## config.mk

```make
export PLATFORM = sky130hd
export DESIGN_NAME = bus_fifo_slave
export DESIGN_NICKNAME = d
export VERILOG_FILES = /design/src/rtl/bus_fifo_slave.sv
export SDC_FILE = /design/constraint.sdc
export NUM_CORES = 1
export LEC_CHECK = 0
export ABC_AREA = 1
export CORE_MARGIN = 3
export CORE_UTILIZATION = 45
export DETAILED_ROUTE_END_ITERATION = 8
export PLACE_DENSITY = 0.73
export SYNTH_ARGS = -nofsm -noshare
export SYNTH_HDL_FRONTEND = slang
export SYNTH_SLANG_ARGS = --single-unit
```

## constraint.sdc

```tcl
create_clock -name clk -period 9.4 [get_ports clk]
set_clock_uncertainty 0.2 [all_clocks]
set_input_delay 2.35 -clock clk [delete_from_list [all_inputs] [get_ports clk]]
set_output_delay 2.35 -clock clk [all_outputs]
set_load 0.1 [all_outputs]
```

## src/rtl/bus_fifo_slave.sv

```systemverilog
// Memory-mapped FIFO slave: writes to PUSH enqueue, reads from POP dequeue,
// with status/control registers and a level interrupt on fill threshold or error flags.
module bus_fifo_slave #(
    parameter int DATA_W = 64,
    parameter int DEPTH  = 8,
    parameter int THRESH = 4
) (
    input  logic              clk,
    input  logic              reset_n,
    input  logic              s_sel,
    input  logic              s_wr,
    input  logic [15:0]       s_addr,
    input  logic [DATA_W-1:0] s_din,
    output logic [DATA_W-1:0] s_dout,
    output logic              irq
);
    localparam int AW = $clog2(DEPTH);

    localparam logic [4:0] OFF_PUSH = 5'h00;
    localparam logic [4:0] OFF_POP  = 5'h01;
    localparam logic [4:0] OFF_STAT = 5'h02;
    localparam logic [4:0] OFF_CTRL = 5'h03;

    logic [DATA_W-1:0] mem [DEPTH];
    logic [AW-1:0]     wr_ptr, rd_ptr, wr_ptr_next, rd_ptr_next;
    logic [AW:0]       count, count_next;
    logic              ovf, unf, ovf_next, unf_next;
    logic              full, empty, push_en, irq_next;
    logic [DATA_W-1:0] dout_next;
    logic [AW+4:0]     stat;
    logic [4:0]        offset;
    logic              unused_addr;

    assign offset      = s_addr[4:0];
    assign unused_addr = ^s_addr[15:5];
    assign full        = (count == (AW+1)'(DEPTH));
    assign empty       = (count == '0);
    assign stat        = {count, ovf, unf, full, empty};

    // NOTE: every output of this block gets a default first, so no path leaves a
    // signal unassigned and no latch is inferred; blocking '=' is correct here.
    always_comb begin
        wr_ptr_next = wr_ptr;
        rd_ptr_next = rd_ptr;
        count_next  = count;
        ovf_next    = ovf;
        unf_next    = unf;
        push_en     = 1'b0;
        dout_next   = s_dout;

        if (s_sel) begin
            if (s_wr) begin
                case (offset)
                    OFF_PUSH: begin
                        if (!full) begin
                            push_en     = 1'b1;
                            wr_ptr_next = wr_ptr + AW'(1);
                            count_next  = count + (AW+1)'(1);
                        end else begin
                            ovf_next = 1'b1;
                        end
                    end
                    OFF_CTRL: begin
                        // Flush only rewinds pointers; stored data stays in place.
                        if (s_din[0]) begin
                            wr_ptr_next = '0;
                            rd_ptr_next = '0;
                            count_next  = '0;
                        end
                        if (s_din[1]) begin
                            ovf_next = 1'b0;
                            unf_next = 1'b0;
                        end
                    end
                    default: ;
                endcase
            end else begin
                dout_next = '0;
                case (offset)
                    OFF_POP: begin
                        if (!empty) begin
                            dout_next   = mem[rd_ptr];
                            rd_ptr_next = rd_ptr + AW'(1);
                            count_next  = count - (AW+1)'(1);
                        end else begin
                            unf_next = 1'b1;
                        end
                    end
                    OFF_STAT: dout_next = DATA_W'(stat);
                    default:  ;
                endcase
            end
        end

        irq_next = (count_next >= (AW+1)'(THRESH)) | ovf_next | unf_next;
    end

    // NOTE: sequential state uses non-blocking '<=' so all registers update
    // together from values sampled before the edge.
    always_ff @(posedge clk or negedge reset_n) begin
        if (!reset_n) begin
            wr_ptr <= '0;
            rd_ptr <= '0;
            count  <= '0;
            ovf    <= 1'b0;
            unf    <= 1'b0;
            s_dout <= '0;
            irq    <= 1'b0;
        end else begin
            wr_ptr <= wr_ptr_next;
            rd_ptr <= rd_ptr_next;
            count  <= count_next;
            ovf    <= ovf_next;
            unf    <= unf_next;
            s_dout <= dout_next;
            irq    <= irq_next;
        end
    end

    // NOTE: the storage array has no reset; entries are only visible after a
    // push writes them, so clearing them would cost logic for no behaviour.
    always_ff @(posedge clk) begin
        if (push_en) mem[wr_ptr] <= s_din;
    end
endmodule

```

==> flow_summary.ini, run 1 <==
[run]
cap_violations = 0

[sta]
post-route-period-util_pct = 51.37
fin_crit_ns = 4.829
fmax_mhz = 207.1
tns_ns = 0
rsz0062_at_grt = false
hold_viol = 0
worst_pin_slew_ns = 1.054
finalMaxSlewViolations = 0
finalWorstSetupSlack_ns = 4.571
setup_viol = 0
max_slew_margin_pct = 29.53

[global_routing]
antenna_found_initial = 7
grt-ovfl-total = 0
grt_pass1_vias = 14453
grt_pass1_wl_um = 82480
grt_usage_pct = 19.95
grt_max_degree = 122

[final_layout]
drive_above_1_share_pct = 7.431
layout_common_cells = edfxtp_1 (512), nor2_1 (288), o21ai_0 (255), nand2_1 (183), clkdlybuf4s50_1 (136)
fin_nets = 1921
final_common_cell = edfxtp_1
syn_to_final_growth_pct = 16.80

[synthesis]
yosys_warnings = 0
synth_area_per_cell_um2 = 13.29
synth_area_mm2 = 0.02286
ys_ff_latch = 589
synth_fp_nets = 1808
yosysSeqAreaShare_pct = 75.70
synth_cells = 1720
ys_types = 30

[route]
drt_iter0_markers = 1382
antenna_left = 0
drt-total-wl_um = 53810
vias = 14466
drt-vias-per-instance = 5.673
firstDrtPassIters = 5
drc = 0
wl_per_cell_um = 21.10

[worst_hold_path]
hold_path.class = reg -> reg
min_from = s_dout[27]$_DFFE_PN0P_

[outcome]
status = finished, final reports clean

[clocking]
cts_resized = 0
cts_buffers = 59
htree_levels = 2
clock_path_buffers = 3
cts_root_buffer = clkbuf_16
hold_buffers = 0
post_cts_buffers = 0
cts_tree = done
clk_latency_ns = 0.63
clock-sinks = 589
clk_pin_slew_ns = 0.06

[critical_path]
crit_path_start = s_addr[0]
cp.buffers_inverters = 4
worst_ep_required_time_ns = 9.75
slowest_stage = buf_4
startpoint_type = primary input
r2r_start = rd_ptr[0]$_DFFE_PN0P_
path_cells = clkdlybuf4s50_1 > inv_1 > nor2_2 > nand3_2 > nor2_8 > nand2_4 > inv_2 > buf_4 > o211ai_1 > nand2_1
crit_fanout = 34
max_stage_delay_ns = 0.62
path_class = in -> reg
worstSetupEndpointType = flip-flop
cp_top_family = buffers and inverters
arrival_ns = 5.17

[die]
row_count = 81
die_w_um = 231.4
fp.dieArea_mm2 = 0.05353
die_h_um = 231.4
coreArea_mm2 = 0.04956
ios = 149
initial_utilization_pct = 46.12

[power_and_ir_drop]
powerDensity_mw_per_mm2 = 222.1
p_leak_nw = 9.159
ir_worst_vdd_v = 0.0001381
p_total_mw = 5.929

[place]
port_buffers = 137
dp_slack_ns = 3.964
place.gp.congestion = 0.8365
detailed_place_hpwl_um = 28000
[flip-flops by register name (all words and copies together), names as in the netlist, named ones only]
name    cells
unf         1
count       2
irq         1
s_dout     64
wr_ptr      3
ovf         1
rd_ptr      3
mem       512
[Yosys cell counts]
cell type  count  area, um^2
buf_1          6       22.52
nor2_4         2       22.52
nor2_2         2       12.51
inv_1         28       105.1
nor3_1         9       45.04
nor2_8         1       20.02
nand3_2        2       20.02
and2_1         1       6.260
nand2_4        1       11.26
nand4_1        1       6.260
nand2_1      183       686.9
o21ai_1       18       90.09
buf_6          1       11.26
o21ai_0      255        1276
o221ai_1      61       534.3
dfrtp_1       77        1927
buf_8          3       45.04
nor2_1       288        1081
a21oi_1        3       15.01
xor2_1         1       8.760
nand3_1       32       160.2
o22ai_1       52       325.3
ha_1           4       50.05
buf_2         29       145.1
inv_2          7       26.28
nand2_2        2       12.51
o211ai_1      67       503.0
edfxtp_1     512       15370
buf_4         11       82.58
clkbuf_1      61       229.0
[per-layer routing]
metal	track usage, %	routed length, um
met4	7.418	1491
met1	26.44	22420
met3	3.884	3951
met2	32.91	25890
met5	0	63
[layout make-up]
class,count,area (um^2)
Antenna cell,2,5.005
Clock buffer,80,1605
Clock inverter,32,312.8
Fill cell,3969,22860
Inverter,35,140.1
Multi-Input combinational cell,985,4927
Sequential cell,589,17310
Tap cell,664,830.8
Timing Repair Buffer,163,1564
[final timing paths]
kind	to	slack, ns	depth (start not counted)
hold / removal	s_dout[27]$_DFFE_PN0P_	0.28	2
hold reg to reg	s_dout[27]$_DFFE_PN0P_	0.28	2
max in group asynchronous	rd_ptr[0]$_DFFE_PN0P_	6.25	2
min in group asynchronous	s_dout[24]$_DFFE_PN0P_	1.49	1
setup reg to reg	s_dout[3]$_DFFE_PN0P_	5.51	10
setup / recovery	s_dout[44]$_DFFE_PN0P_	4.57	10
[stage by stage]
| step | instance area (um^2) | util, % | hold WS, ns | instances |
|---|---|---|---|---|
| after floorplan | 22860 | - | 0.2625 | 1720 |
| after global placement | 24770 | 49.98 | 0.2656 | 2436 |
| after detailed placement | 24770 | 49.98 | 0.2653 | 2436 |
| after CTS | 26690 | 53.85 | 0.2820 | 2548 |
| after global routing | 26690 | 53.85 | 0.2937 | 2548 |
| final | 26690 | 53.86 | 0.2764 | 2550 |
[power by group]
group / internal [mW] / switching (mW) / leakage [nW] / total, mW
combinational: 0.204 / 0.490 / 2.57 / 0.694
sequential: 2.86 / 0.0629 / 5.65 / 2.93
clock: 1.34 / 0.970 / 0.944 / 2.31
[worst min-delay path, delay by kind of cell (launching register included)]
kind,cells,cell delay (ns)
flops,1,0.34
simple gates,2,0.10
[kinds of logic (layout without fill, tap and decap cells)]
family | after synthesis | count (layout) | synth area share [%]
fa+ha+maj | 4 | 4 | 0.2190
xor+xnor | 1 | 1 | 0.03833
buf+inv | 146 | 310 | 2.918
compound gates | 456 | 456 | 12.01
flops | 589 | 589 | 75.70
simple gates | 524 | 524 | 9.120
other cells | 0 | 2 | 0
(Power assumes the default switching activity.)
==> run 2: changes to the inputs <==
--- a/config.mk
+++ b/config.mk
@@ -9,7 +9,7 @@
 export CORE_MARGIN = 3
 export CORE_UTILIZATION = 45
 export DETAILED_ROUTE_END_ITERATION = 8
-export PLACE_DENSITY = 0.73
+export PLACE_DENSITY = 0.76
 export SYNTH_ARGS = -nofsm -noshare
 export SYNTH_HDL_FRONTEND = slang
 export SYNTH_SLANG_ARGS = --single-unit
==> constraint.sdc (replaced) <==
create_clock -name clk -period 4 [get_ports clk]
set_clock_uncertainty 0.2 [all_clocks]
set_input_delay 1 -clock clk [delete_from_list [all_inputs] [get_ports clk]]
set_output_delay 1 -clock clk [all_outputs]
set_load 0.1 [all_outputs]
==> flow_summary.ini, run 2 (same netlist as run 1, synthesis figures left out) <==
[global_routing]
antenna_found_initial = 7
grt_usage_pct = 19.44
grt_pass1_wl_um = 81120
grt-ovfl-total = 0
grt_max_degree = 258
grt_pass1_vias = 14690

[place]
dp_slack_ns = 0.3691
place_inst = 2444
place.gp.congestion = 0.8551
detailed_place_hpwl_um = 28320
port_buffers = 137
place_area_mm2 = 0.02510

[clocking]
cts_resized = 0
clk_pin_slew_ns = 0.06
clock_path_buffers = 3
clock-sinks = 589
post_cts_buffers = 0
htree_levels = 2
clk_latency_ns = 0.61
cts_tree = done
cts_root_buffer = clkbuf_16
hold_buffers = 0
cts_buffers = 57

[sta]
finalWorstSetupSlack_ns = 0.6058
rsz0062_at_grt = false
finalMaxSlewViolations = 0
post-route-period-util_pct = 84.86
worst_pin_slew_ns = 1.121
fmax_mhz = 294.6
setup_viol = 0
hold_viol = 0
max_slew_margin_pct = 25.26
fin_crit_ns = 3.394

[power_and_ir_drop]
p_leak_nw = 9.287
p_clk_share_pct = 38.5
p_sw_mw = 3.580
power_frac_comb_pct = 12.3
powerDensity_mw_per_mm2 = 514.7
seq_power_share_pct = 49.2
ir_worst_vdd_v = 0.0003601
power.internal_mw = 10.32
swShare_pct = 25.76

[critical_path]
worst_ep_required_time_ns = 2.80
startpoint_type = flip-flop
max_stage_delay_ns = 1.16
crit_fanout = 2
cp_top_family = buffers and inverters
slowest_stage = clkdlybuf4s50_1
path_cells = clkdlybuf4s50_1
path_class = reg -> out
cp.buffers_inverters = 1
worstSetupEndpointType = primary output
arrival_ns = 2.19

[route]
drt-total-wl_um = 52510
drt_iter0_markers = 1558
vias = 14461
drt-vias-per-instance = 5.662
firstDrtPassIters = 8
top_layer_used = met5
met2_length_um = 26060
antenna_left = 0
drt-met1-wl_um = 21110
drc = 0
wl_per_cell_um = 20.56
wl_met3_um = 4092

[die]
fp.dieArea_mm2 = 0.05353
die_h_um = 231.4
row_count = 81
die_w_um = 231.4
coreArea_mm2 = 0.04956
initial_utilization_pct = 46.12
ios = 149

[final_layout]
largest_reg_flops = 512
final_cell_count_no_fill = 2554
drive_above_1_share_pct = 8.422
fin_area_mm2 = 0.02700
syn_to_final_growth_pct = 18.13
fin_nets = 1927
layout_common_cells = edfxtp_1 (512), nor2_1 (288), o21ai_0 (255), nand2_1 (183), clkdlybuf4s50_1 (124)
largest_registers = mem: 512 flops, s_dout: 64 flops
largest-register = mem
final_common_cell = edfxtp_1

[worst_hold_path]
hold_path.class = in -> async

[outcome]
status = finished, final reports clean

[run]
cap_violations = 0
==> run 2: cell types whose count changed in the layout (fill, tap and decap cells not counted), moves of 2 or more <==
cell,previous run,this run
buf_12,0,20
clkbuf_16,59,57
clkbuf_8,5,3
clkdlybuf4s50_1,136,124
clkinv_1,10,8
clkinv_2,13,15
clkinv_4,0,2
inv_6,3,1
nor3_2,8,0
nor3_4,0,8
==> run 2: cell type report <==
class	count	area [um^2]
antenna	2	5.005
fill	3882	22560
clock inverter	33	366.6
inverter	35	141.4
timing repair buffer	171	1844
clock buffer	75	1524
multi-input combinational	985	4977
tap	664	830.8
sequential	589	17310
==> run 2: final timing paths <==
path	depth (start not counted)	start	slack, ns	end
setup / recovery	1	s_dout[41]$_DFFE_PN0P_	0.61	s_dout[41]
hold / removal	1	reset_n	0.19	s_dout[25]$_DFFE_PN0P_
setup reg to reg	5	rd_ptr[2]$_DFFE_PN0P_	1.19	s_dout[40]$_DFFE_PN0P_
hold reg to reg	2	s_dout[26]$_DFFE_PN0P_	0.28	s_dout[26]$_DFFE_PN0P_
max in group asynchronous	2	reset_n	2.63	s_dout[47]$_DFFE_PN0P_
min in group clk	2	s_dout[26]$_DFFE_PN0P_	0.28	s_dout[26]$_DFFE_PN0P_
==> run 2: power groups by stage <==
stage          Sequential, mW  Combinational [mW]  Clock [mW]
2_1_floorplan            6.99                1.12           0
3_3_place_gp             6.97                1.61           0
3_5_place_dp             6.97                1.69           0
4_1_cts                  6.84                1.70        5.45
5_1_grt                  6.85                1.89        5.69
6_report                 6.84                1.70        5.35
==> run 2: per-layer routing <==
metal	up-vias	track usage, %
met5	-	0
met4	10	6.798
met3	99	3.945
met2	603	32.53
met1	7150	25.46
li1	6599	-
==> run 2: metrics by stage <==
step           TNS, ns  hold WS [ns]  utilization, %  power [mW]
2_1_floorplan  -432.53        0.2625               -       8.118
4_1_cts              0        0.1776           54.47       13.99
5_1_grt              0        0.2194           54.48       14.43
3_3_place_gp         0        0.2640           50.65       8.578
6_report             0        0.1913           54.48       13.90
3_5_place_dp         0        0.2654           50.65       8.658
